--- src/rtl/vga_mem_arbiter.sv ---
// Tile-based VGA raster that shares one synchronous tile-RAM port between display reads and a req/ack writer.
// Latency: memory port is registered 1 cycle after the raster position; pixel outputs are aligned 2 cycles after it.
// Backpressure: display reads always win; a writer request waits for a blanking position, then gets a one-cycle ack.
module vga_mem_arbiter #(
  parameter int TOTAL_COLS  = 800,
  parameter int TOTAL_ROWS  = 525,
  parameter int ACTIVE_COLS = 640,
  parameter int ACTIVE_ROWS = 480,
  parameter int TILE_SHIFT  = 3,
  parameter int ADDR_BITS   = 13,
  parameter int DATA_BITS   = 9
) (
  input  logic                 i_Clk,
  input  logic                 i_Rst,
  input  logic                 i_Wr_Req,
  input  logic [ADDR_BITS-1:0] i_Wr_Addr,
  input  logic [DATA_BITS-1:0] i_Wr_Data,
  output logic                 o_Wr_Ack,
  output logic                 o_Wr_Err,
  output logic                 o_Mem_En,
  output logic                 o_Mem_We,
  output logic [ADDR_BITS-1:0] o_Mem_Addr,
  output logic [DATA_BITS-1:0] o_Mem_Wdata,
  input  logic [DATA_BITS-1:0] i_Mem_Rdata,
  output logic [9:0]           o_Col_Count,
  output logic [9:0]           o_Row_Count,
  output logic                 o_Pixel_Valid,
  output logic [DATA_BITS-1:0] o_Pixel_Data,
  output logic                 o_Frame_Start
);

  localparam int TILE_COLS = ACTIVE_COLS >> TILE_SHIFT;
  localparam int TILE_ROWS = ACTIVE_ROWS >> TILE_SHIFT;
  // One extra bit so the tile count itself is representable for the range check.
  localparam logic [ADDR_BITS:0] NUM_TILES = (ADDR_BITS+1)'(TILE_COLS * TILE_ROWS);

  typedef enum logic [1:0] {S_IDLE, S_WAIT, S_ACK} wr_state_t;

  wr_state_t r_State, w_Next_State;

  logic [9:0] r_Col, r_Row;
  logic [9:0] r_Col_D1, r_Row_D1, r_Col_D2, r_Row_D2;
  logic       r_Act_D1, r_Act_D2, r_Fs_D1, r_Fs_D2;

  logic                 r_Mem_En, r_Mem_We, r_Wr_Err;
  logic [ADDR_BITS-1:0] r_Mem_Addr;
  logic [DATA_BITS-1:0] r_Mem_Wdata;

  logic                 w_Mem_En, w_Mem_We, w_Wr_Err;
  logic [ADDR_BITS-1:0] w_Mem_Addr;
  logic [DATA_BITS-1:0] w_Mem_Wdata;

  logic                 w_Active, w_Col_Wrap, w_Row_Wrap, w_Origin, w_Addr_Bad;
  logic [ADDR_BITS-1:0] w_Tile_Addr;

  assign w_Active    = (r_Col < 10'(ACTIVE_COLS)) && (r_Row < 10'(ACTIVE_ROWS));
  assign w_Col_Wrap  = (r_Col == 10'(TOTAL_COLS - 1));
  assign w_Row_Wrap  = (r_Row == 10'(TOTAL_ROWS - 1));
  assign w_Origin    = (r_Col == 10'd0) && (r_Row == 10'd0);
  assign w_Tile_Addr = ADDR_BITS'(r_Row >> TILE_SHIFT) * ADDR_BITS'(TILE_COLS)
                     + ADDR_BITS'(r_Col >> TILE_SHIFT);
  assign w_Addr_Bad  = ({1'b0, i_Wr_Addr} >= NUM_TILES);

  // Raster counters: column wraps each line, row advances on column wrap.
  always_ff @(posedge i_Clk or posedge i_Rst) begin
    if (i_Rst) begin
      r_Col <= '0;
      r_Row <= '0;
    end else if (w_Col_Wrap) begin
      r_Col <= '0;
      r_Row <= w_Row_Wrap ? 10'd0 : r_Row + 10'd1;
    end else begin
      r_Col <= r_Col + 10'd1;
    end
  end

  // Two-stage delay of position, active flag and frame-start so they line up with RAM read data.
  always_ff @(posedge i_Clk or posedge i_Rst) begin
    if (i_Rst) begin
      r_Col_D1 <= '0;
      r_Row_D1 <= '0;
      r_Act_D1 <= 1'b0;
      r_Fs_D1  <= 1'b0;
      r_Col_D2 <= '0;
      r_Row_D2 <= '0;
      r_Act_D2 <= 1'b0;
      r_Fs_D2  <= 1'b0;
    end else begin
      r_Col_D1 <= r_Col;
      r_Row_D1 <= r_Row;
      r_Act_D1 <= w_Active;
      r_Fs_D1  <= w_Origin;
      r_Col_D2 <= r_Col_D1;
      r_Row_D2 <= r_Row_D1;
      r_Act_D2 <= r_Act_D1;
      r_Fs_D2  <= r_Fs_D1;
    end
  end

  // Writer state register.
  always_ff @(posedge i_Clk or posedge i_Rst) begin
    if (i_Rst) begin
      r_State <= S_IDLE;
    end else begin
      r_State <= w_Next_State;
    end
  end

  // Next-state and memory-port selection: a display read owns the port; a waiting write takes blanking slots only.
  always_comb begin
    w_Next_State = r_State;
    w_Mem_En     = 1'b0;
    w_Mem_We     = 1'b0;
    w_Mem_Addr   = '0;
    w_Mem_Wdata  = '0;
    w_Wr_Err     = 1'b0;
    if (w_Active) begin
      w_Mem_En   = 1'b1;
      w_Mem_Addr = w_Tile_Addr;
    end
    case (r_State)
      S_IDLE: begin
        if (i_Wr_Req) w_Next_State = S_WAIT;
      end
      S_WAIT: begin
        if (!w_Active) begin
          w_Next_State = S_ACK;
          w_Wr_Err     = w_Addr_Bad;
          // Out-of-range writes are acknowledged with an error but never reach the RAM.
          if (!w_Addr_Bad) begin
            w_Mem_En    = 1'b1;
            w_Mem_We    = 1'b1;
            w_Mem_Addr  = i_Wr_Addr;
            w_Mem_Wdata = i_Wr_Data;
          end
        end
      end
      S_ACK:   w_Next_State = S_IDLE;
      default: w_Next_State = S_IDLE;
    endcase
  end

  // Registered memory port and error flag; the ACK state coincides with the write on the port.
  always_ff @(posedge i_Clk or posedge i_Rst) begin
    if (i_Rst) begin
      r_Mem_En    <= 1'b0;
      r_Mem_We    <= 1'b0;
      r_Mem_Addr  <= '0;
      r_Mem_Wdata <= '0;
      r_Wr_Err    <= 1'b0;
    end else begin
      r_Mem_En    <= w_Mem_En;
      r_Mem_We    <= w_Mem_We;
      r_Mem_Addr  <= w_Mem_Addr;
      r_Mem_Wdata <= w_Mem_Wdata;
      r_Wr_Err    <= w_Wr_Err;
    end
  end

  assign o_Mem_En      = r_Mem_En;
  assign o_Mem_We      = r_Mem_We;
  assign o_Mem_Addr    = r_Mem_Addr;
  assign o_Mem_Wdata   = r_Mem_Wdata;
  assign o_Wr_Ack      = (r_State == S_ACK);
  assign o_Wr_Err      = r_Wr_Err;
  assign o_Col_Count   = r_Col_D2;
  assign o_Row_Count   = r_Row_D2;
  assign o_Pixel_Valid = r_Act_D2;
  assign o_Frame_Start = r_Fs_D2;
  assign o_Pixel_Data  = r_Act_D2 ? i_Mem_Rdata : '0;

endmodule

--- config.mk ---
export PLATFORM = sky130hd
export DESIGN_NAME = vga_mem_arbiter
export DESIGN_NICKNAME = d
export VERILOG_FILES = /design/src/rtl/vga_mem_arbiter.sv
export SDC_FILE = /design/constraint.sdc
export NUM_CORES = 1
export LEC_CHECK = 0
export CORE_MARGIN = 5
export CORE_UTILIZATION = 40
export CTS_BUF_LIST = sky130_fd_sc_hd__clkbuf_8
export DETAILED_ROUTE_END_ITERATION = 8
export GPL_TIMING_DRIVEN = 0
export HOLD_SLACK_MARGIN = 0.1
export PLACE_DENSITY = 0.67
export SYNTH_ARGS = -nofsm -noshare
export SYNTH_HDL_FRONTEND = slang
export SYNTH_SLANG_ARGS = --single-unit
export TNS_END_PERCENT = 10
--- constraint.sdc ---
create_clock -name i_Clk -period 4 [get_ports i_Clk]
set_clock_uncertainty 0.2 [all_clocks]
set_input_delay 0.8 -clock i_Clk [delete_from_list [all_inputs] [get_ports i_Clk]]
set_output_delay 0.8 -clock i_Clk [all_outputs]
set_load 0.01 [all_outputs]
After elaboration in Yosys (flattened, before gate mapping)
Cells that the tools add are included.
Widths: inputs -> output; s select.
{ "totals": {"register_bits": 91, "inputBits": 34, "word_cells": 57} }
{ "classes": {"add_sub_neg": 3, "n_mul": 1, "magnitude_cmp": 3, "n_eq_ne": 6, "mux": 22, "reduce_logical": 6} }
{ "op_table": {"columns": ["cell", "n"], "rows": [
  ["$mux 13", 4],
  ["$mux 9", 4],
  ["$add 10x1->10 const B", 2],
  ["$eq 10x10->1 const B", 2],
  ["$logic_not 10->1", 2],
  ["$mux 10", 2],
  ["$add 13x7->13", 1],
  ["$ge 13x13->1 const B", 1],
  ["$lt 10x10->1 const B", 1],
  ["$lt 10x9->1 const B", 1],
  ["$mul 7x3->9 const B", 1],
  ["$mux 1", 9],
  ["$mux 2", 2],
  ["$ne 2x2->1 const B", 2],
  ["$pmux 2 s2", 1],
  ["$eq 2x1->1 const B", 1],
  ["$eq 2x2->1 const B", 1],
  ["$logic_and 1x1->1", 2],
  ["$logic_not 2->1", 1],
  ["$reduce_and 2->1", 1]
]} }

Depth between registers and ports, before layout
Gate-level depths: netlist of the first run.
{ "depth": {"word_depth": 6, "mapped_depth": 8, "depth_no_buf": 8} }

Worst setup path before layout of the first run
Ideal clock, no wire load.
{ "synth_path": {"path_kind": "register to register", "start": "register r_Row[6]", "end": "register r_Mem_Addr[12], in the netlist o_Mem_Addr[12]", "arrival_time_ns": 2.264, "t_required_ns": 3.678, "path_slack_ns": 1.415, "path_stages_with_launch": 9, "path_buffers": 0, "cell_sequence": "dfrtp_1 > ha_1 > ha_1 > fa_1 > a21o_1 > a21oi_1 > xnor2_1 > a31o_2 > a32o_1"} }
{ "synth_via": {"elab_chain_len": 6, "word_cells_on_any_way": 8, "cone_classes": "add/sub: 1; mul: 1; order compare: 1; mux: 4; reduce/logical: 1"} }
{ "synth_rtl": {"columns": ["element", "line_no", "text"], "rows": [
  ["from (decl)", "41", "logic [9:0] r_Col, r_Row;"],
  ["from (signal assigned)", "71", "r_Row <= w_Row_Wrap ? 10'd0 : r_Row + 10'd1;"],
  ["$mul 7x3->9 or $lt 10x9->1 (tied branches)", "60, 56", null],
  ["$add 13x7->13 or $logic_and 1x1->1 (tied branches)", "61, 56", null],
  ["$mux 13", "117", "if (w_Active) begin"],
  ["$mux 13", "130", "if (!w_Addr_Bad) begin"],
  ["$mux 13", "126", "if (!w_Active) begin"],
  ["$mux 13 (*)", "121", "case (r_State)"],
  ["net w_Mem_Addr[12]", "50", "logic [ADDR_BITS-1:0] w_Mem_Addr;"],
  ["to (signal assigned)", "154", "r_Mem_Addr <= w_Mem_Addr;"],
  ["to (decl)", "46", "logic [ADDR_BITS-1:0] r_Mem_Addr;"]
]} }
The timed path passes the listed nets; every way through them passes the cells marked *.
A chain may end at the register's enable or synchronous reset.

Worst setup path in the final report of the first run
{ "layout_path": {"start": "input port i_Mem_Rdata[1]", "end": "output port o_Pixel_Data[1]"} }
{ "layout_via": {"elab_chain_len": 1} }
{ "layout_rtl": {"columns": ["element", "line_no", "text"], "rows": [
  ["from (decl)", "24", "input logic [DATA_BITS-1:0] i_Mem_Rdata,"],
  ["$mux 9", "170", "assign o_Pixel_Data = r_Act_D2 ? i_Mem_Rdata : '0;"],
  ["to (decl)", "28", "output logic [DATA_BITS-1:0] o_Pixel_Data,"]
]} }
Every way passes these cells.

==> flow_summary.yaml, run 1 <==
detailed_routing:
  drt-pass1-iter-count: 4
  detailroute.via_count: 2362
  drcViolationCount: 0
  drtAntennaViolNets: 0
  routed_wl_mm: 7.22
  drt-wirelength-per-cell_um: 14.9
  initialDrtViolationCount: 74
  post_drt_via_cell_ratio: 4.87
logic_synthesis:
  syn-instance-count: 270
  most_instantiated_library_cell_after_synthesis: "sky130_fd_sc_hd__dfrtp_1"
  synth_edf_count: 0
  synth.largest_area_cell: "sky130_fd_sc_hd__dfrtp_1"
  synth-main-ff-cell: "sky130_fd_sc_hd__dfrtp_1"
  synthesis.area_um2: 3620
  yosys_warnings: 0
  asyncSetResetFlopFracSynth_pct: 100
  yosysSeqAreaShare_pct: 62.9
  yosysUniqueCellTypes: 53
  ys_seq_elements: 91
  netlist_top_cells_area: "sky130_fd_sc_hd__dfrtp_1 63%, sky130_fd_sc_hd__ha_1 5.9%, sky130_fd_sc_hd__and2_1 3.3%"
  synth_largest_type_area_fraction_pct: 62.9
  synth_commonest_cells: "91 x sky130_fd_sc_hd__dfrtp_1, 19 x sky130_fd_sc_hd__and2_1, 17 x sky130_fd_sc_hd__ha_1, 12 x sky130_fd_sc_hd__inv_1, 12 x sky130_fd_sc_hd__nor2_1"
  synthesis.nets: 323
  synth_area_per_inst_um2: 13.4
floorplan:
  core_area_um2: 8760
  num_io_pins: 91
  die_area_um2: 11100
  floorplan.initialDensity_pct: 41.3
  die_width_um: 105
  die_y_um: 105
  rows: 34
setup_path:
  critPathArrivalTime_ns: 1.90
  worst_r2r_path_depth: 8
  crit_cells: 3
  timing.critical_path.mode_cell: "sky130_fd_sc_hd__clkdlybuf4s50_1"
  critical_path.n_buffers_inverters: 2
  worstPathRequired_ns: 3.00
  cpLargestDelayFamily: "buffers and inverters"
  critPathLaunchType: "input port"
  timing.critical_path.slowest_cell_delay_ns: 0.53
  critical_path.max_fanout: 1
  criticalPathCategory: "input port to output pin"
  setup.worst_path.end_class: "output pin"
  cp_slowest_cell: "sky130_fd_sc_hd__clkdlybuf4s50_1"
  critical_path_cell_list: "clkdlybuf4s50_1 > and2_1 > clkdlybuf4s50_1"
power:
  share_comb_of_total_power_pct: 4.5
  design_power_total_w: 0.00159
  intPower_w: 0.00125
  swShare_pct: 21.6
  power-per-cell-area_nw_per_um2: 327
  sequentialPowerShare_pct: 57.6
  leakage_nw: 2.28
  clock_power_share_pct: 37.9
  irDropWorstVdd_mv: 0.126
  switching_power_w: 0.000344
clock_tree:
  cts-htree-levels: 3
  cts_post_setup_buffers_inserted: 0
  tritoncts_sinks: 91
  clock-root-buffer: "sky130_fd_sc_hd__clkbuf_8"
  cts_hold_repair.buffers: 0
  tritoncts.num_buffers: 9
  clk_pin_slew_worst_paths_ns: 0.08
  cts_repair_resize_count: 0
  ctsLongestPathBuffers: 2
  tritoncts: "built"
  clock_latency_of_the_later_clocked_register_in_the_worst_skew_pair_ns: 0.35
sta:
  slew_of_the_pin_with_the_lowest_slew_margin_ns: 0.551
  whs_ns: 0.154
  rsz0062_at_grt: "no"
  finalWorstPathRequiredPeriod_ns: 2.90
  report.final.hold_viol_count: 0
  final.setup.tns_ns: 0
  relSlewSlack_pct: 63.3
  report.final.setup_viol: 0
  report.final.slew_viol_count: 0
  max_clock_freq_mhz: 345
  post-route-period-util_pct: 72.6
hold_path:
  worst_hold_path.num_cells: 0
  hold_path.class: "register to register"
global_routing:
  grt_pass1_wl_mm: 12.4
  antenna_found_initial: 0
  grt_pass1_vias: 2455
  pin_count_of_the_biggest_net_entering_global_routing: 49
  grt_util_all_layers_pct: 13.9
  global_route.overflow_total: 0
run:
  max_cap_viol_count: 0
finish:
  syn_to_final_growth_pct: 34.8
  final_util_pct: 55.7
  layout.cells.non_filler: 485
  inserted_diodes: 0
  final_layout_size_suffix_gt1_share_pct: 9.81
  final_nets: 425
place:
  detailed_place_hpwl_mm: 5.30
  portBuffers: 90
  dp_cells: 469
  gp_congestion: 0.793
outcome:
  status: "finished clean"
==> final cells by class <==
class	instances	area [µm²]
Fill cell	758	3880
Sequential cell	91	2280
Inverter	12	47.5
Timing Repair Buffer	91	928
Multi-Input combinational cell	161	1260
Tap cell	108	135
Clock inverter	7	68.8
Buffer	6	37.5
Clock buffer	9	124
==> through the flow <==
step	setup WS (ns)	instance area, µm²
2_1_floorplan	0.636	3620
3_3_place_gp	-0.620	4660
3_5_place_dp	1.09	4690
4_1_cts	1.08	4880
5_1_grt	0.974	4880
6_report	1.10	4880
==> cell families (layout without fill, tap and decap cells) <==
| group | Yosys count | after routing | share of synthesized area, % |
|---|---|---|---|
| AO/OA/AOI/OAI | 41 | 41 | 8.23 |
| XOR/XNOR | 18 | 18 | 4.36 |
| adder cells (fa/ha/maj) | 19 | 19 | 6.98 |
| buffers and inverters | 18 | 125 | 2.28 |
| flip-flops | 91 | 91 | 62.9 |
| multiplexers | 1 | 1 | 0.277 |
| AND/OR/NAND/NOR | 82 | 82 | 15.0 |
==> sequential cells by signal (all words and copies together) (netlist names), 9 cells and up <==
name	cells
o_Mem_Addr	13
o_Col_Count	10
o_Row_Count	10
r_Col	10
r_Col_D1	10
r_Row	10
r_Row_D1	10
o_Mem_Wdata	9
==> routing by layer <==
| layer | GRT usage [%] | vias up | routed length [µm] |
|---|---|---|---|
| met5 | 0 | - | 0 |
| met4 | 6.21 | 0 | 119 |
| met3 | 3.70 | 11 | 423 |
| met2 | 21.1 | 80 | 3300 |
| met1 | 18.7 | 1129 | 3380 |
| li1 | - | 1142 | - |
==> cell usage in the layout (no fill, tap or decap), types with 2 or more instances in the layout <==
master and count:
sky130_fd_sc_hd__dfrtp_1 91, sky130_fd_sc_hd__clkdlybuf4s50_1 90, sky130_fd_sc_hd__and2_1 19, sky130_fd_sc_hd__ha_1 17, sky130_fd_sc_hd__inv_1 13, sky130_fd_sc_hd__nor2_1 12
sky130_fd_sc_hd__a22o_1 11, sky130_fd_sc_hd__xor2_1 9, sky130_fd_sc_hd__nand2_1 9, sky130_fd_sc_hd__xnor2_1 9, sky130_fd_sc_hd__clkbuf_8 9, sky130_fd_sc_hd__o21ai_0 8
sky130_fd_sc_hd__nand3_1 8, sky130_fd_sc_hd__nor3_1 5, sky130_fd_sc_hd__a21oi_1 4, sky130_fd_sc_hd__nor3_4 3, sky130_fd_sc_hd__buf_2 3, sky130_fd_sc_hd__nor2b_1 3
sky130_fd_sc_hd__a31oi_1 3, sky130_fd_sc_hd__nand3_2 2, sky130_fd_sc_hd__nand2b_1 2, sky130_fd_sc_hd__a32o_1 2, sky130_fd_sc_hd__nor4_1 2, sky130_fd_sc_hd__nand3b_1 2
sky130_fd_sc_hd__nand4_1 2, sky130_fd_sc_hd__o21ai_1 2, sky130_fd_sc_hd__fa_1 2, sky130_fd_sc_hd__inv_6 2
==> path summary, 6_finish.rpt <==
path                                start         endpoint  slack [ns]
max in group asynchronous           i_Rst         r_Row[7]        2.32
setup reg to reg                 r_Row[4]   o_Mem_Addr[11]        1.22
setup / recovery           i_Mem_Rdata[1]  o_Pixel_Data[1]        1.10
hold / removal                r_Row_D1[9]   o_Row_Count[9]        0.15
min in group asynchronous           i_Rst   o_Mem_Wdata[8]        0.66
hold reg to reg               r_Row_D1[9]   o_Row_Count[9]        0.15
==> power groups by stage <==
stage / clock network [W] / registers [W] / logic (W)
6_report: 0.000604 / 0.000919 / 0.0000718
3_5_place_dp: 0 / 0.000937 / 0.0000736
4_1_cts: 0.000623 / 0.000919 / 0.0000740
2_1_floorplan: 0 / 0.000937 / 0.0000216
3_3_place_gp: 0 / 0.000938 / 0.0000689
5_1_grt: 0.000664 / 0.000919 / 0.0000798
No activity file was read; power rests on OpenSTA's default activity.
==> run 2, diff against run 1 <==
- PLACE_DENSITY: 0.67 -> 0.7
- clock period: 4 -> 2.5 ns (I/O delays scaled with it)
==> run 2 against run 1 <==
Against the previous run: the run now ends with setup timing left; combinational power up 63%; via count increased by 0.55%; sequential cell count stayed put; global-route usage is 0.063 points higher.
==> flow_summary.yaml, run 2 (synthesis gave the netlist of run 1 again) <==
outcome:
  status: "finished with violations"
  failed_checks: "setup timing"
finish:
  largest_register_ffs: 13
  layout.cells.non_filler: 491
  final_nets: 431
  register_area_um2: 2280
  commonest_non_fill_non_tap_cell_in_the_layout: "sky130_fd_sc_hd__clkdlybuf4s50_1"
  fill_cells: 720
  inserted_diodes: 0
  multi_input_comb_area_um2: 1350
  final_util_pct: 57.2
  syn_to_final_growth_pct: 38.4
  layout_common_cells: "90 x sky130_fd_sc_hd__clkdlybuf4s50_1, 86 x sky130_fd_sc_hd__dfrtp_1, 19 x sky130_fd_sc_hd__and2_1, 14 x sky130_fd_sc_hd__ha_1, 12 x sky130_fd_sc_hd__nor2_1"
  final_layout_size_suffix_gt1_share_pct: 15.9
power:
  intPower_w: 0.00194
  irDropWorstVdd_mv: 0.294
  switching_power_w: 0.000564
  sequentialPowerShare_pct: 58.8
  clock_power_share_pct: 36.5
  swShare_pct: 22.5
  leakage_nw: 2.29
  share_comb_of_total_power_pct: 4.7
  power-per-cell-area_nw_per_um2: 499
detailed_routing:
  detailroute.via_count: 2375
  initialDrtViolationCount: 55
  routed_wl_mm: 7.15
  drtAntennaViolNets: 0
  drcViolationCount: 0
  drt-pass1-iter-count: 4
  drt-wirelength-per-cell_um: 14.6
  post_drt_via_cell_ratio: 4.84
global_routing:
  global_route.overflow_total: 0
  pin_count_of_the_biggest_net_entering_global_routing: 42
  grt_pass1_wl_mm: 12.3
  grt_pass1_vias: 2452
  antenna_found_initial: 0
  grt_util_all_layers_pct: 13.9
setup_path:
  critPathLaunchType: "register"
  criticalPathCategory: "register to register"
  critical_path.n_buffers_inverters: 1
  worstPathRequired_ns: 2.55
  setup.worst_path.end_class: "register"
  timing.critical_path.slowest_cell_delay_ns: 0.44
  cp_slowest_cell: "sky130_fd_sc_hd__dfrtp_2"
  cpLargestDelayFamily: "adder cells"
  timing.critical_path.mode_cell: "sky130_fd_sc_hd__nor2_1"
  critPathArrivalTime_ns: 2.55
  critical_path.max_fanout: 3
  critical_path_cell_list: "buf_4 > ha_1 > ha_4 > nor2_1 > nor3b_2 > nor2_1 > a31o_2 > a32o_1"
sta:
  relSlewSlack_pct: 67.0
  max_clock_freq_mhz: 400
  finalWorstPathRequiredPeriod_ns: 2.50
  post-route-period-util_pct: 100
  final.setup.tns_ns: -0.00180
  worst_slack_ns: -0.00180
  rsz0062_at_grt: "yes"
  report.final.hold_viol_count: 0
  slew_of_the_pin_with_the_lowest_slew_margin_ns: 0.494
  report.final.setup_viol: 1
  report.final.slew_viol_count: 0
floorplan:
  die_width_um: 105
  die_area_um2: 11100
  core_area_um2: 8760
  rows: 34
  floorplan.initialDensity_pct: 41.3
  die_y_um: 105
  num_io_pins: 91
clock_tree:
  clock-root-buffer: "sky130_fd_sc_hd__clkbuf_8"
  clock_latency_of_the_later_clocked_register_in_the_worst_skew_pair_ns: 0.36
  tritoncts_sinks: 91
  tritoncts: "built"
  cts-htree-levels: 3
  ctsLongestPathBuffers: 2
  tritoncts.num_buffers: 9
  clk_pin_slew_worst_paths_ns: 0.09
run:
  max_cap_viol_count: 0
hold_path:
  hold_path.class: "register to register"
place:
  portBuffers: 90
  gp_congestion: 0.786
  dp_cells: 470
  detailed_place_hpwl_mm: 5.31
==> run 2: power by group through the flow <==
stage | Sequential, W | Clock, W | Combinational (W)
final | 0.00147 | 0.000914 | 0.000117
after floorplan | 0.00150 | 0 | 0.0000350
after CTS | 0.00147 | 0.000952 | 0.000120
after detailed placement | 0.00150 | 0 | 0.000120
after global placement | 0.00150 | 0 | 0.000111
after global routing | 0.00147 | 0.00102 | 0.000129
==> run 2: metal layers <==
layer | vias up | track usage [%] | share of wire (%)
met1 | 1133 | 18.8 | 46
met3 | 16 | 3.39 | 5.3
met5 | - | 0 | 0
li1 | 1149 | - | -
met2 | 77 | 20.9 | 46
met4 | 0 | 7.31 | 3.0
==> run 2: final cells by class <==
class / instances / area share [%]
sequential: 91 / 45.6
timing repair buffer: 97 / 19.5
tap: 108 / 2.70
buffer: 6 / 0.749
inverter: 12 / 0.974
clock inverter: 6 / 0.899
multi-input combinational: 161 / 26.8
clock buffer: 10 / 2.75
==> run 2: path summary, 6_finish.rpt <==
path / cells past startpoint / from / slack, ns / end
min in group asynchronous: 2 / i_Rst / 0.31 / o_Col_Count[5]
setup / recovery: 8 / r_Row[6] / -0.002 / o_Mem_Addr[12]
max in group asynchronous: 4 / i_Rst / 1.00 / r_Row[7]
hold reg to reg: 0 / r_Row_D1[6] / 0.15 / o_Row_Count[6]
hold / removal: 0 / r_Row_D1[6] / 0.15 / o_Row_Count[6]
setup reg to reg: 8 / r_Row[6] / -0.002 / o_Mem_Addr[12]
==> run 2: worst reg2reg max path, stage by stage, from the launching register on <==
cell and delay, ns:
sky130_fd_sc_hd__dfrtp_2 0.44, sky130_fd_sc_hd__buf_4 0.16, sky130_fd_sc_hd__ha_1 0.33, sky130_fd_sc_hd__ha_4 0.30, sky130_fd_sc_hd__nor2_1 0.07, sky130_fd_sc_hd__nor3b_2 0.31, sky130_fd_sc_hd__nor2_1 0.14, sky130_fd_sc_hd__a31o_2 0.22
sky130_fd_sc_hd__a32o_1 0.24
==> run 2: metrics by stage <==
stage / hold slack [ns] / setup WS [ns] / power [W] / instance area (µm²)
global route: 0.159 / -0.0914 / 0.00262 / 5010
CTS: 0.155 / 0.000570 / 0.00254 / 4990
floorplan: 0.131 / -0.0855 / 0.00154 / 3620
finish: 0.151 / -0.00180 / 0.00250 / 5010
detailed placement: 0.135 / -0.288 / 0.00162 / 4700
global placement: 0.132 / -0.247 / 0.00161 / 4660
==> run 2: repair_timing <==
item                       CTS  global route
setup buffers                5             0
setup endpoints to repair    3             2
gates resized for setup     16             3
pin swaps                    7             4
hold buffers                 0             0
